===== src/rtl/rggen_axi4lite_if.sv =====
// AXI4-Lite bundle shared by both sides of the register slice.
// With ID_WIDTH = 0 the ID fields collapse to one bit that the bridge holds at '0.
interface rggen_axi4lite_if #(
  parameter int ID_WIDTH      = 0,
  parameter int ADDRESS_WIDTH = 16,
  parameter int BUS_WIDTH     = 32
);
  localparam int IDW = (ID_WIDTH > 0) ? ID_WIDTH : 1;

  logic                     awvalid;
  logic                     awready;
  logic [IDW-1:0]           awid;
  logic [ADDRESS_WIDTH-1:0] awaddr;
  logic [2:0]               awprot;
  logic                     wvalid;
  logic                     wready;
  logic [BUS_WIDTH-1:0]     wdata;
  logic [BUS_WIDTH/8-1:0]   wstrb;
  logic                     bvalid;
  logic                     bready;
  logic [IDW-1:0]           bid;
  logic [1:0]               bresp;
  logic                     arvalid;
  logic                     arready;
  logic [IDW-1:0]           arid;
  logic [ADDRESS_WIDTH-1:0] araddr;
  logic [2:0]               arprot;
  logic                     rvalid;
  logic                     rready;
  logic [IDW-1:0]           rid;
  logic [BUS_WIDTH-1:0]     rdata;
  logic [1:0]               rresp;

  modport master (
    output awvalid, awid, awaddr, awprot, input awready,
    output wvalid, wdata, wstrb, input wready,
    input bvalid, bid, bresp, output bready,
    output arvalid, arid, araddr, arprot, input arready,
    input rvalid, rid, rdata, rresp, output rready
  );

  modport slave (
    input awvalid, awid, awaddr, awprot, output awready,
    input wvalid, wdata, wstrb, output wready,
    output bvalid, bid, bresp, input bready,
    input arvalid, arid, araddr, arprot, output arready,
    output rvalid, rid, rdata, rresp, input rready
  );
endinterface


===== src/rtl/rggen_axi4lite_slice.sv =====
// AXI4-Lite register slice: one two-entry skid buffer per channel, or a wire
// pass-through where SLICE_MASK clears the channel bit.
module rggen_axi4lite_slice_channel #(
  parameter int WIDTH  = 1,
  parameter bit SLICED = 1'b1
) (
  input  logic             i_clk,
  input  logic             i_rst,
  input  logic             i_valid,
  output logic             o_ready,
  input  logic [WIDTH-1:0] i_payload,
  output logic             o_valid,
  input  logic             i_ready,
  output logic [WIDTH-1:0] o_payload
);
  if (SLICED) begin : g_slice
    typedef enum logic [1:0] {EMPTY, ONE, FULL} state_e;

    state_e           r_state;
    logic             r_main_valid;
    logic             r_skid_valid;
    logic             r_in_ready;
    logic [WIDTH-1:0] r_main;
    logic [WIDTH-1:0] r_skid;
    logic             w_in;
    logic             w_out;

    assign w_in  = i_valid & r_in_ready;
    assign w_out = r_main_valid & i_ready;

    // in_ready is registered, so a freed skid re-opens the input one edge later
    always_ff @(posedge i_clk or posedge i_rst) begin
      if (i_rst) begin
        r_state      <= EMPTY;
        r_main_valid <= 1'b0;
        r_skid_valid <= 1'b0;
        r_in_ready   <= 1'b0;
        r_main       <= '0;
        r_skid       <= '0;
      end else begin
        case (r_state)
          EMPTY: begin
            r_in_ready <= 1'b1;
            if (w_in) begin
              r_state      <= ONE;
              r_main_valid <= 1'b1;
              r_main       <= i_payload;
            end
          end
          ONE: begin
            if (w_in && !w_out) begin
              r_state      <= FULL;
              r_skid       <= i_payload;
              r_skid_valid <= 1'b1;
              r_in_ready   <= 1'b0;
            end else if (w_in) begin
              r_main <= i_payload;
            end else if (w_out) begin
              r_state      <= EMPTY;
              r_main_valid <= 1'b0;
            end
          end
          FULL: begin
            if (w_out) begin
              r_state      <= ONE;
              r_main       <= r_skid;
              r_skid_valid <= 1'b0;
              r_in_ready   <= 1'b1;
            end
          end
          default: begin
            r_state      <= EMPTY;
            r_main_valid <= 1'b0;
            r_skid_valid <= 1'b0;
            r_in_ready   <= 1'b0;
          end
        endcase
      end
    end

    assign o_ready   = r_in_ready;
    assign o_valid   = r_main_valid;
    assign o_payload = r_main;
  end else begin : g_pass
    assign o_ready   = i_ready;
    assign o_valid   = i_valid;
    assign o_payload = i_payload;
  end
endmodule

module rggen_axi4lite_slice #(
  parameter int       ID_WIDTH      = 0,
  parameter int       ADDRESS_WIDTH = 16,
  parameter int       BUS_WIDTH     = 32,
  parameter bit [4:0] SLICE_MASK    = 5'b11111
) (
  input  logic                  i_clk,
  input  logic                  i_rst,
  rggen_axi4lite_if.slave       slave_if,
  rggen_axi4lite_if.master      master_if
);
  localparam int IDW  = (ID_WIDTH > 0) ? ID_WIDTH : 1;
  localparam int A_W  = IDW + ADDRESS_WIDTH + 3;
  localparam int W_W  = BUS_WIDTH + BUS_WIDTH / 8;
  localparam int B_W  = IDW + 2;
  localparam int R_W  = IDW + BUS_WIDTH + 2;

  logic [A_W-1:0] w_aw_in, w_aw_out;
  logic [W_W-1:0] w_w_in,  w_w_out;
  logic [A_W-1:0] w_ar_in, w_ar_out;
  logic [B_W-1:0] w_b_in,  w_b_out;
  logic [R_W-1:0] w_r_in,  w_r_out;

  assign w_aw_in = {slave_if.awid, slave_if.awaddr, slave_if.awprot};
  assign {master_if.awid, master_if.awaddr, master_if.awprot} = w_aw_out;
  assign w_w_in  = {slave_if.wdata, slave_if.wstrb};
  assign {master_if.wdata, master_if.wstrb} = w_w_out;
  assign w_ar_in = {slave_if.arid, slave_if.araddr, slave_if.arprot};
  assign {master_if.arid, master_if.araddr, master_if.arprot} = w_ar_out;
  assign w_b_in  = {master_if.bid, master_if.bresp};
  assign {slave_if.bid, slave_if.bresp} = w_b_out;
  assign w_r_in  = {master_if.rid, master_if.rdata, master_if.rresp};
  assign {slave_if.rid, slave_if.rdata, slave_if.rresp} = w_r_out;

  rggen_axi4lite_slice_channel #(.WIDTH(A_W), .SLICED(SLICE_MASK[0])) u_aw (
    .i_clk(i_clk), .i_rst(i_rst),
    .i_valid(slave_if.awvalid), .o_ready(slave_if.awready), .i_payload(w_aw_in),
    .o_valid(master_if.awvalid), .i_ready(master_if.awready), .o_payload(w_aw_out)
  );

  rggen_axi4lite_slice_channel #(.WIDTH(W_W), .SLICED(SLICE_MASK[1])) u_w (
    .i_clk(i_clk), .i_rst(i_rst),
    .i_valid(slave_if.wvalid), .o_ready(slave_if.wready), .i_payload(w_w_in),
    .o_valid(master_if.wvalid), .i_ready(master_if.wready), .o_payload(w_w_out)
  );

  rggen_axi4lite_slice_channel #(.WIDTH(A_W), .SLICED(SLICE_MASK[2])) u_ar (
    .i_clk(i_clk), .i_rst(i_rst),
    .i_valid(slave_if.arvalid), .o_ready(slave_if.arready), .i_payload(w_ar_in),
    .o_valid(master_if.arvalid), .i_ready(master_if.arready), .o_payload(w_ar_out)
  );

  // Response channels flow from the downstream side back to the bridge
  rggen_axi4lite_slice_channel #(.WIDTH(B_W), .SLICED(SLICE_MASK[3])) u_b (
    .i_clk(i_clk), .i_rst(i_rst),
    .i_valid(master_if.bvalid), .o_ready(master_if.bready), .i_payload(w_b_in),
    .o_valid(slave_if.bvalid), .i_ready(slave_if.bready), .o_payload(w_b_out)
  );

  rggen_axi4lite_slice_channel #(.WIDTH(R_W), .SLICED(SLICE_MASK[4])) u_r (
    .i_clk(i_clk), .i_rst(i_rst),
    .i_valid(master_if.rvalid), .o_ready(master_if.rready), .i_payload(w_r_in),
    .o_valid(slave_if.rvalid), .i_ready(slave_if.rready), .o_payload(w_r_out)
  );
endmodule

===== src/flat_wrapper.sv =====
// flat-port wrapper written by rule: the top's interface ports become plain ports
module rggen_axi4lite_slice_flat 
#(
  parameter int       ID_WIDTH      = 0,
  parameter int       ADDRESS_WIDTH = 16,
  parameter int       BUS_WIDTH     = 32,
  parameter bit [4:0] SLICE_MASK    = 5'b11111
)
  (i_clk, i_rst, slave_if_awvalid, slave_if_awid, slave_if_awaddr, slave_if_awprot, slave_if_awready, slave_if_wvalid, slave_if_wdata, slave_if_wstrb, slave_if_wready, slave_if_bvalid, slave_if_bid, slave_if_bresp, slave_if_bready, slave_if_arvalid, slave_if_arid, slave_if_araddr, slave_if_arprot, slave_if_arready, slave_if_rvalid, slave_if_rid, slave_if_rdata, slave_if_rresp, slave_if_rready, master_if_awvalid, master_if_awid, master_if_awaddr, master_if_awprot, master_if_awready, master_if_wvalid, master_if_wdata, master_if_wstrb, master_if_wready, master_if_bvalid, master_if_bid, master_if_bresp, master_if_bready, master_if_arvalid, master_if_arid, master_if_araddr, master_if_arprot, master_if_arready, master_if_rvalid, master_if_rid, master_if_rdata, master_if_rresp, master_if_rready);
  rggen_axi4lite_if #(.ID_WIDTH(ID_WIDTH), .ADDRESS_WIDTH(ADDRESS_WIDTH), .BUS_WIDTH(BUS_WIDTH)) slave_if_i ();
  rggen_axi4lite_if #(.ID_WIDTH(ID_WIDTH), .ADDRESS_WIDTH(ADDRESS_WIDTH), .BUS_WIDTH(BUS_WIDTH)) master_if_i ();
  input  logic i_clk;
  input  logic i_rst;
  input wire logic [$bits(slave_if_i.awvalid)-1:0] slave_if_awvalid;
  input wire logic [$bits(slave_if_i.awid)-1:0] slave_if_awid;
  input wire logic [$bits(slave_if_i.awaddr)-1:0] slave_if_awaddr;
  input wire logic [$bits(slave_if_i.awprot)-1:0] slave_if_awprot;
  output wire logic [$bits(slave_if_i.awready)-1:0] slave_if_awready;
  input wire logic [$bits(slave_if_i.wvalid)-1:0] slave_if_wvalid;
  input wire logic [$bits(slave_if_i.wdata)-1:0] slave_if_wdata;
  input wire logic [$bits(slave_if_i.wstrb)-1:0] slave_if_wstrb;
  output wire logic [$bits(slave_if_i.wready)-1:0] slave_if_wready;
  output wire logic [$bits(slave_if_i.bvalid)-1:0] slave_if_bvalid;
  output wire logic [$bits(slave_if_i.bid)-1:0] slave_if_bid;
  output wire logic [$bits(slave_if_i.bresp)-1:0] slave_if_bresp;
  input wire logic [$bits(slave_if_i.bready)-1:0] slave_if_bready;
  input wire logic [$bits(slave_if_i.arvalid)-1:0] slave_if_arvalid;
  input wire logic [$bits(slave_if_i.arid)-1:0] slave_if_arid;
  input wire logic [$bits(slave_if_i.araddr)-1:0] slave_if_araddr;
  input wire logic [$bits(slave_if_i.arprot)-1:0] slave_if_arprot;
  output wire logic [$bits(slave_if_i.arready)-1:0] slave_if_arready;
  output wire logic [$bits(slave_if_i.rvalid)-1:0] slave_if_rvalid;
  output wire logic [$bits(slave_if_i.rid)-1:0] slave_if_rid;
  output wire logic [$bits(slave_if_i.rdata)-1:0] slave_if_rdata;
  output wire logic [$bits(slave_if_i.rresp)-1:0] slave_if_rresp;
  input wire logic [$bits(slave_if_i.rready)-1:0] slave_if_rready;
  output wire logic [$bits(master_if_i.awvalid)-1:0] master_if_awvalid;
  output wire logic [$bits(master_if_i.awid)-1:0] master_if_awid;
  output wire logic [$bits(master_if_i.awaddr)-1:0] master_if_awaddr;
  output wire logic [$bits(master_if_i.awprot)-1:0] master_if_awprot;
  input wire logic [$bits(master_if_i.awready)-1:0] master_if_awready;
  output wire logic [$bits(master_if_i.wvalid)-1:0] master_if_wvalid;
  output wire logic [$bits(master_if_i.wdata)-1:0] master_if_wdata;
  output wire logic [$bits(master_if_i.wstrb)-1:0] master_if_wstrb;
  input wire logic [$bits(master_if_i.wready)-1:0] master_if_wready;
  input wire logic [$bits(master_if_i.bvalid)-1:0] master_if_bvalid;
  input wire logic [$bits(master_if_i.bid)-1:0] master_if_bid;
  input wire logic [$bits(master_if_i.bresp)-1:0] master_if_bresp;
  output wire logic [$bits(master_if_i.bready)-1:0] master_if_bready;
  output wire logic [$bits(master_if_i.arvalid)-1:0] master_if_arvalid;
  output wire logic [$bits(master_if_i.arid)-1:0] master_if_arid;
  output wire logic [$bits(master_if_i.araddr)-1:0] master_if_araddr;
  output wire logic [$bits(master_if_i.arprot)-1:0] master_if_arprot;
  input wire logic [$bits(master_if_i.arready)-1:0] master_if_arready;
  input wire logic [$bits(master_if_i.rvalid)-1:0] master_if_rvalid;
  input wire logic [$bits(master_if_i.rid)-1:0] master_if_rid;
  input wire logic [$bits(master_if_i.rdata)-1:0] master_if_rdata;
  input wire logic [$bits(master_if_i.rresp)-1:0] master_if_rresp;
  output wire logic [$bits(master_if_i.rready)-1:0] master_if_rready;
  assign slave_if_i.awvalid = slave_if_awvalid;
  assign slave_if_i.awid = slave_if_awid;
  assign slave_if_i.awaddr = slave_if_awaddr;
  assign slave_if_i.awprot = slave_if_awprot;
  assign slave_if_awready = slave_if_i.awready;
  assign slave_if_i.wvalid = slave_if_wvalid;
  assign slave_if_i.wdata = slave_if_wdata;
  assign slave_if_i.wstrb = slave_if_wstrb;
  assign slave_if_wready = slave_if_i.wready;
  assign slave_if_bvalid = slave_if_i.bvalid;
  assign slave_if_bid = slave_if_i.bid;
  assign slave_if_bresp = slave_if_i.bresp;
  assign slave_if_i.bready = slave_if_bready;
  assign slave_if_i.arvalid = slave_if_arvalid;
  assign slave_if_i.arid = slave_if_arid;
  assign slave_if_i.araddr = slave_if_araddr;
  assign slave_if_i.arprot = slave_if_arprot;
  assign slave_if_arready = slave_if_i.arready;
  assign slave_if_rvalid = slave_if_i.rvalid;
  assign slave_if_rid = slave_if_i.rid;
  assign slave_if_rdata = slave_if_i.rdata;
  assign slave_if_rresp = slave_if_i.rresp;
  assign slave_if_i.rready = slave_if_rready;
  assign master_if_awvalid = master_if_i.awvalid;
  assign master_if_awid = master_if_i.awid;
  assign master_if_awaddr = master_if_i.awaddr;
  assign master_if_awprot = master_if_i.awprot;
  assign master_if_i.awready = master_if_awready;
  assign master_if_wvalid = master_if_i.wvalid;
  assign master_if_wdata = master_if_i.wdata;
  assign master_if_wstrb = master_if_i.wstrb;
  assign master_if_i.wready = master_if_wready;
  assign master_if_i.bvalid = master_if_bvalid;
  assign master_if_i.bid = master_if_bid;
  assign master_if_i.bresp = master_if_bresp;
  assign master_if_bready = master_if_i.bready;
  assign master_if_arvalid = master_if_i.arvalid;
  assign master_if_arid = master_if_i.arid;
  assign master_if_araddr = master_if_i.araddr;
  assign master_if_arprot = master_if_i.arprot;
  assign master_if_i.arready = master_if_arready;
  assign master_if_i.rvalid = master_if_rvalid;
  assign master_if_i.rid = master_if_rid;
  assign master_if_i.rdata = master_if_rdata;
  assign master_if_i.rresp = master_if_rresp;
  assign master_if_rready = master_if_i.rready;
  rggen_axi4lite_slice #(.ID_WIDTH(ID_WIDTH), .ADDRESS_WIDTH(ADDRESS_WIDTH), .BUS_WIDTH(BUS_WIDTH), .SLICE_MASK(SLICE_MASK)) u_core (.i_clk(i_clk), .i_rst(i_rst), .slave_if(slave_if_i), .master_if(master_if_i));
endmodule

===== config.mk =====
export PLATFORM = sky130hd
export DESIGN_NAME = rggen_axi4lite_slice_flat
export DESIGN_NICKNAME = d
export VERILOG_FILES = /design/src/rtl/rggen_axi4lite_if.sv /design/src/rtl/rggen_axi4lite_slice.sv /design/src/flat_wrapper.sv
export SDC_FILE = /design/constraint.sdc
export NUM_CORES = 1
export LEC_CHECK = 0
export CAP_MARGIN = 10
export CORE_MARGIN = 3
export CORE_UTILIZATION = 57
export DETAILED_ROUTE_END_ITERATION = 10
export DONT_BUFFER_PORTS = 1
export GPL_TIMING_DRIVEN = 0
export PLACE_DENSITY = 0.76
export SYNTH_ARGS = -nofsm -noshare
export SYNTH_HDL_FRONTEND = slang
export SYNTH_HIERARCHICAL = 1
export SYNTH_SLANG_ARGS = --single-unit

===== constraint.sdc =====
create_clock -name i_clk -period 2.2 [get_ports i_clk]
set_input_delay 0.44 -clock i_clk [delete_from_list [all_inputs] [get_ports i_clk]]
set_output_delay 0.44 -clock i_clk [all_outputs]
set_load 0.05 [all_outputs]

==> results of run 1 <==
==> metal layers <==
| metal | routed length (microns) | GRT usage (%) | share of wire (%) | vias up |
|---|---|---|---|---|
| li1 | - | - | - | 2736 |
| met1 | 8670 | 24.7 | 37 | 3135 |
| met2 | 11800 | 37.5 | 51 | 205 |
| met3 | 2230 | 8.60 | 9.5 | 41 |
| met4 | 644 | 5.89 | 2.8 | 0 |
| met5 | 0 | 0 | 0 | - |
==> cell usage in the layout, fill, tap and decap left out, types with 5 or more instances in the layout <==
| master | n |
|---|---|
| dfrtp_1 | 244 |
| mux2_2 | 253 |
| clkbuf_16 | 27 |
| o22ai_1 | 5 |
| a211o_1 | 6 |
| buf_6 | 13 |
| inv_1 | 9 |
| o21ai_0 | 13 |
| clkbuf_8 | 7 |
| mux2_1 | 65 |
| clkbuf_1 | 6 |
| nor2_1 | 7 |
| nand2_1 | 21 |
| a21oi_1 | 6 |
| buf_2 | 20 |
| mux2_4 | 21 |
==> layout make-up <==
type	instances	share of cell area (%)
Sequential cell	248	50.0
Clock inverter	6	0.644
Multi-Input combinational cell	447	37.3
Inverter	13	0.453
Tap cell	260	2.62
Buffer	36	2.16
Timing Repair Buffer	3	0.403
Clock buffer	40	6.39
==> metrics by stage <==
stage               TNS [ns]  instances  hold slack [ns]  utilization (%)
finish                     0       1053          0.00471             65.6
global route               0       1053           0.0325             65.6
CTS                        0       1053           0.0241             65.6
detailed placement    -0.577       1006            0.333             60.9
global placement           0       1004            0.312             60.7
floorplan                  0        744            0.280                -
==> kinds of logic after synthesis <==
group	after synthesis	share of synthesized area, %
AO/OA/AOI/OAI	48	3.37
buffers and inverters	49	2.85
flip-flops	248	55.6
multiplexers	343	35.3
AND/OR/NAND/NOR	56	2.94
==> repair_timing <==
action	4_1_cts	5_1_grt
setup endpoints to repair	47	0
gates resized for setup	4	0
hold buffers	1	0
hold endpoints to repair	101	0
==> state kept, by name, indices dropped and copies added, names as in the netlist, 20 cells and up <==
name                        flops
u_core/u_ar/g_slice.r_skid     20
u_core/u_r/o_payload           35
u_core/u_ar/o_payload          20
u_core/u_w/g_slice.r_skid      36
u_core/u_aw/o_payload          20
u_core/u_aw/g_slice.r_skid     20
u_core/u_r/g_slice.r_skid      35
u_core/u_w/o_payload           36
==> how the worst max path moves through the flow <==
| stage | cells past startpoint | slack, ns | start | end |
|---|---|---|---|---|
| after floorplan | 4 | 0.24 | u_core/u_w/o_valid | u_core/u_w/o_payload[25] |
| after global placement | 4 | 0.03 | u_core/u_r/o_ready | u_core/u_r/o_payload[6] |
| after detailed placement | 4 | -0.05 | u_core/u_r/o_ready | u_core/u_r/o_payload[4] |
| after CTS | 4 | 0.11 | u_core/u_ar/o_ready | u_core/u_ar/o_payload[0] |
| after global routing | 4 | 0.05 | u_core/u_r/o_ready | u_core/u_r/o_payload[4] |
| final | 4 | 0.10 | u_core/u_ar/o_ready | u_core/u_ar/o_payload[0] |
==> worst max-delay path, delay by kind of cell, from the launching register on <==
kind	cells	cell delay, ns
mux	1	0.37
compound gates	1	0.16
buf+inv	1	0.28
flops	1	0.71
simple gates	1	0.44
==> results.yml, run 1 <==
synthesis:
  synthFlopType: "dfrtp_1"
  synth_edf_count: 0
  ys_async_sr_fraction_pct: 100
  synthTopCellsByArea: "dfrtp_1 56%, mux2_2 26%, mux2_1 6.6%"
  synth.most_common_cell: "mux2_2"
  synth_largest_area_cell: "dfrtp_1"
  yosys_warnings: 6
  netlist.area_leader.share_pct: 55.6
  synthDistinctLibCells: 39
  postSynthCellCount: 744
  synth_seq_cells: 248
  seq_area_frac_synth_pct: 55.6
  netlist_top_cells_count: "253 x mux2_2, 248 x dfrtp_1, 65 x mux2_1"
  synth.net_count: 870
  synth_area_sq_um: 11200
  avgSynthCellArea_sq_um: 15.0
sta:
  period_needed_ns: 2.10
  slew_headroom_pct: 40.1
  maxSlewViolCount: 0
  finalHoldViolCount: 0
  grt_setup_unrepaired: "no"
  finalSetupViolCount: 0
  max_freq_mhz: 477
  period_share_pct: 95.3
  skew_ns: 0.0125
  worst_slack_ns: 0.103
  tightest_slew_ns: 0.897
job:
  cap_violations: 0
layout:
  nets: 901
  area_growth_pct: 11.3
  drive_gt1_share_pct: 47.0
  n_antenna_cell: 0
  final-seq-area_sq_um: 6210
  design_area_sq_um: 12400
  multiInputGateArea_sq_um: 4640
  nFillCells: 1359
global_route:
  overflow: 0
  grt_pass1_wl_mm: 37.4
  track_usage_pct: 21.5
  antenna_found_initial: 0
  grt_start_max_net_pins: 45
  first_global_vias: 6760
floorplanning:
  start_util_pct: 58.9
  die_area_sq_um: 21300
  coreArea_sq_um: 19000
  die_h_microns: 146
  die_w_microns: 146
  io_pins: 250
  num_rows: 50
clock_tree:
  cts_tree: "built"
  h-tree-depth: 1
  clock-root-buffer: "clkbuf_16"
  cts_buffers: 26
  clkLatencyLatePin_ns: 0.52
  cts_setup_buffers: 0
  path_clk_slew_ns: 0.06
  cts_buffer_depth: 3
  cts.sinks: 248
placed_design:
  hpwl_mm: 17.0
  place.gp.congestion: 0.757
  place_ws_ns: -0.0486
  place_area_sq_um: 11500
  port_buffers: 0
critical_path:
  crit_chain: "nor4bb_1 > a211o_1 > buf_2 > mux2_1"
  timing.rr.end: "u_core/u_ar/o_payload[0]"
  r2r_cells: 4
  rrSetupSlack_ns: 0.10
  crit_slowest_cell: "dfrtp_1"
  worstPathRequired_ns: 2.59
  r2r_start: "u_core/u_ar/o_ready"
  startpoint_type: "flip-flop"
  critPathArrivalTime_ns: 2.49
  worstSetupEndpointType: "flip-flop"
  critPathKind: "reg2reg"
  crit_path_max_incr_delay_ns: 0.71
  critical_path.max_fanout: 10
drt:
  drt_pass1_iterations: 4
  finalWirelength_mm: 23.4
  drt_iter0_markers: 215
  vias_per_cell: 5.81
  routedWlPerCell_microns: 22.2
  vias: 6117
  postRouteAntennaNets: 0
  drc: 0
hold_path:
  hold_path.class: "in2async"
outcome:
  status: "finished clean"
Power of run 1 is left out: the tool's default activity adds up to more than one toggle a clock period on the data nets, which glitch-free logic cannot reach.
==> run 2: changes to the inputs <==
- RECOVER_POWER: default -> 25
- SLEW_MARGIN: default -> 30
- TNS_END_PERCENT: default -> 100
==> run 2 against run 1 <==
Global-route usage is 0.27 points lower. Core utilization fell by 0.24 points. Clock skew shrank 0.0056 ns. Critical path type unchanged. Non-clock buffer count grew 4. Design area decreased by 0.36%.
==> results.yml, run 2 (synthesis results as in run 1) <==
clock_tree:
  cts_buffers: 26
  cts.sinks: 248
  path_clk_slew_ns: 0.06
  clkLatencyLatePin_ns: 0.51
  cts_setup_buffers: 0
  h-tree-depth: 1
  cts_tree: "built"
  clock-root-buffer: "clkbuf_16"
  cts_buffer_depth: 3
drt:
  vias: 6092
  drt_pass1_iterations: 5
  vias_per_cell: 5.77
  finalWirelength_mm: 23.1
  postRouteAntennaNets: 0
  routedWlPerCell_microns: 21.9
  drc: 0
  drt_iter0_markers: 177
global_route:
  overflow: 0
  grt_start_max_net_pins: 33
  first_global_vias: 6804
  track_usage_pct: 21.3
  grt_pass1_wl_mm: 37.0
  antenna_found_initial: 0
sta:
  finalHoldViolCount: 0
  max_freq_mhz: 485
  tightest_slew_ns: 1.20
  slew_headroom_pct: 19.8
  period_needed_ns: 2.06
  grt_setup_unrepaired: "no"
  worst_slack_ns: 0.138
  maxSlewViolCount: 0
  period_share_pct: 93.7
  timing.hold.ws_ns: 0.0612
  skew_ns: 0.00688
  finalSetupViolCount: 0
hold_path:
  whs_endpoint: "u_core/u_ar/g_slice.r_skid[14]"
  min_path_cells: 1
  hp-start: "slave_if_araddr[11]"
  hold_path.class: "in2reg"
placed_design:
  hpwl_mm: 17.2
  place_ws_ns: -0.0479
  place_area_sq_um: 11600
  place.gp.congestion: 0.757
  port_buffers: 0
critical_path:
  crit_path_max_incr_delay_ns: 0.72
  timing.rr.end: "u_core/u_ar/o_payload[0]"
  worstPathRequired_ns: 2.59
  startpoint_type: "flip-flop"
  cp.depth: 4
  critPathKind: "reg2reg"
  rrSetupSlack_ns: 0.14
  crit_family: "flip-flops"
  crit_chain: "nor4bb_1 > a211o_1 > buf_2 > mux2_1"
  critPathBufInv: 1
  critPathArrivalTime_ns: 2.45
  critical_path.max_fanout: 10
  worstSetupEndpointType: "flip-flop"
  r2r_cells: 4
  crit_slowest_cell: "dfrtp_1"
  r2r_start: "u_core/u_ar/o_ready"
outcome:
  status: "finished clean"
floorplanning:
  num_rows: 50
  io_pins: 250
  die_area_sq_um: 21300
  die_w_microns: 146
  start_util_pct: 58.9
  die_h_microns: 146
  coreArea_sq_um: 19000
job:
  cap_violations: 0
layout:
  fin_util_pct: 65.3
  n_antenna_cell: 0
  design_area_sq_um: 12400
  final_cell_mix: "253 x mux2_2, 244 x dfrtp_1, 65 x mux2_1"
  area_growth_pct: 10.9
  layout_commonest_cell: "mux2_2"
  drive_gt1_share_pct: 47.0
  nets: 905
[run 2: changes by cell type in the layout (fill, tap and decap cells not counted), moves of 2 or more]
cell	before	now
bufinv_16	2	0
clkbuf_2	0	3
clkbuf_8	7	4
clkinv_2	4	7
clkinvlp_2	0	2
inv_1	9	11
inv_2	2	0
[run 2: area by class of cell]
cell class	instances	area (sq um)
inverters	13	51.3
clock inverters	8	42.5
well taps	260	325
fillers	1376	6570
multi-input cells	447	4640
repair buffers	7	92.6
plain buffers	36	269
flip-flops and latches	248	6210
clock buffers	36	749
[run 2: timing repair]
item,4_1_cts,5_1_grt
endpoints found under the hold margin,78,0
resized for setup,4,0
setup endpoints to repair,57,0
hold buffers,1,0
[run 2: per-layer routing]
layer  part of all wire, %  vias up  GRT usage, %
met2                    51      207          37.2
li1                      -     2744             -
met1                    36     3103          23.8
met5                     0        -             0
met3                    10       38          9.00
met4                   2.4        0          5.98
[run 2: worst max-delay path by stage]
stage / start / end / slack (ns)
after floorplan: u_core/u_w/o_valid / u_core/u_w/o_payload[25] / 0.24
after global placement: u_core/u_r/o_ready / u_core/u_r/o_payload[6] / 0.03
after detailed placement: u_core/u_r/o_ready / u_core/u_r/o_payload[4] / -0.05
after CTS: u_core/u_ar/o_ready / u_core/u_ar/o_payload[0] / 0.11
after global routing: u_core/u_ar/o_ready / u_core/u_ar/o_payload[0] / 0.07
final: u_core/u_ar/o_ready / u_core/u_ar/o_payload[0] / 0.14
[run 2: worst register-to-register path, cell delays in order, from the launching register on]
cell and delay, ns:
dfrtp_1 0.72, nor4bb_1 0.42, a211o_1 0.15, buf_2 0.27, mux2_1 0.38
[run 2: through the flow]
| stage | instances | TNS [ns] |
|---|---|---|
| after floorplan | 744 | 0 |
| after global placement | 1004 | 0 |
| after detailed placement | 1010 | -0.682 |
| after CTS | 1055 | 0 |
| after global routing | 1055 | 0 |
| final | 1055 | 0 |
Power of run 2 is left out for the same reason.
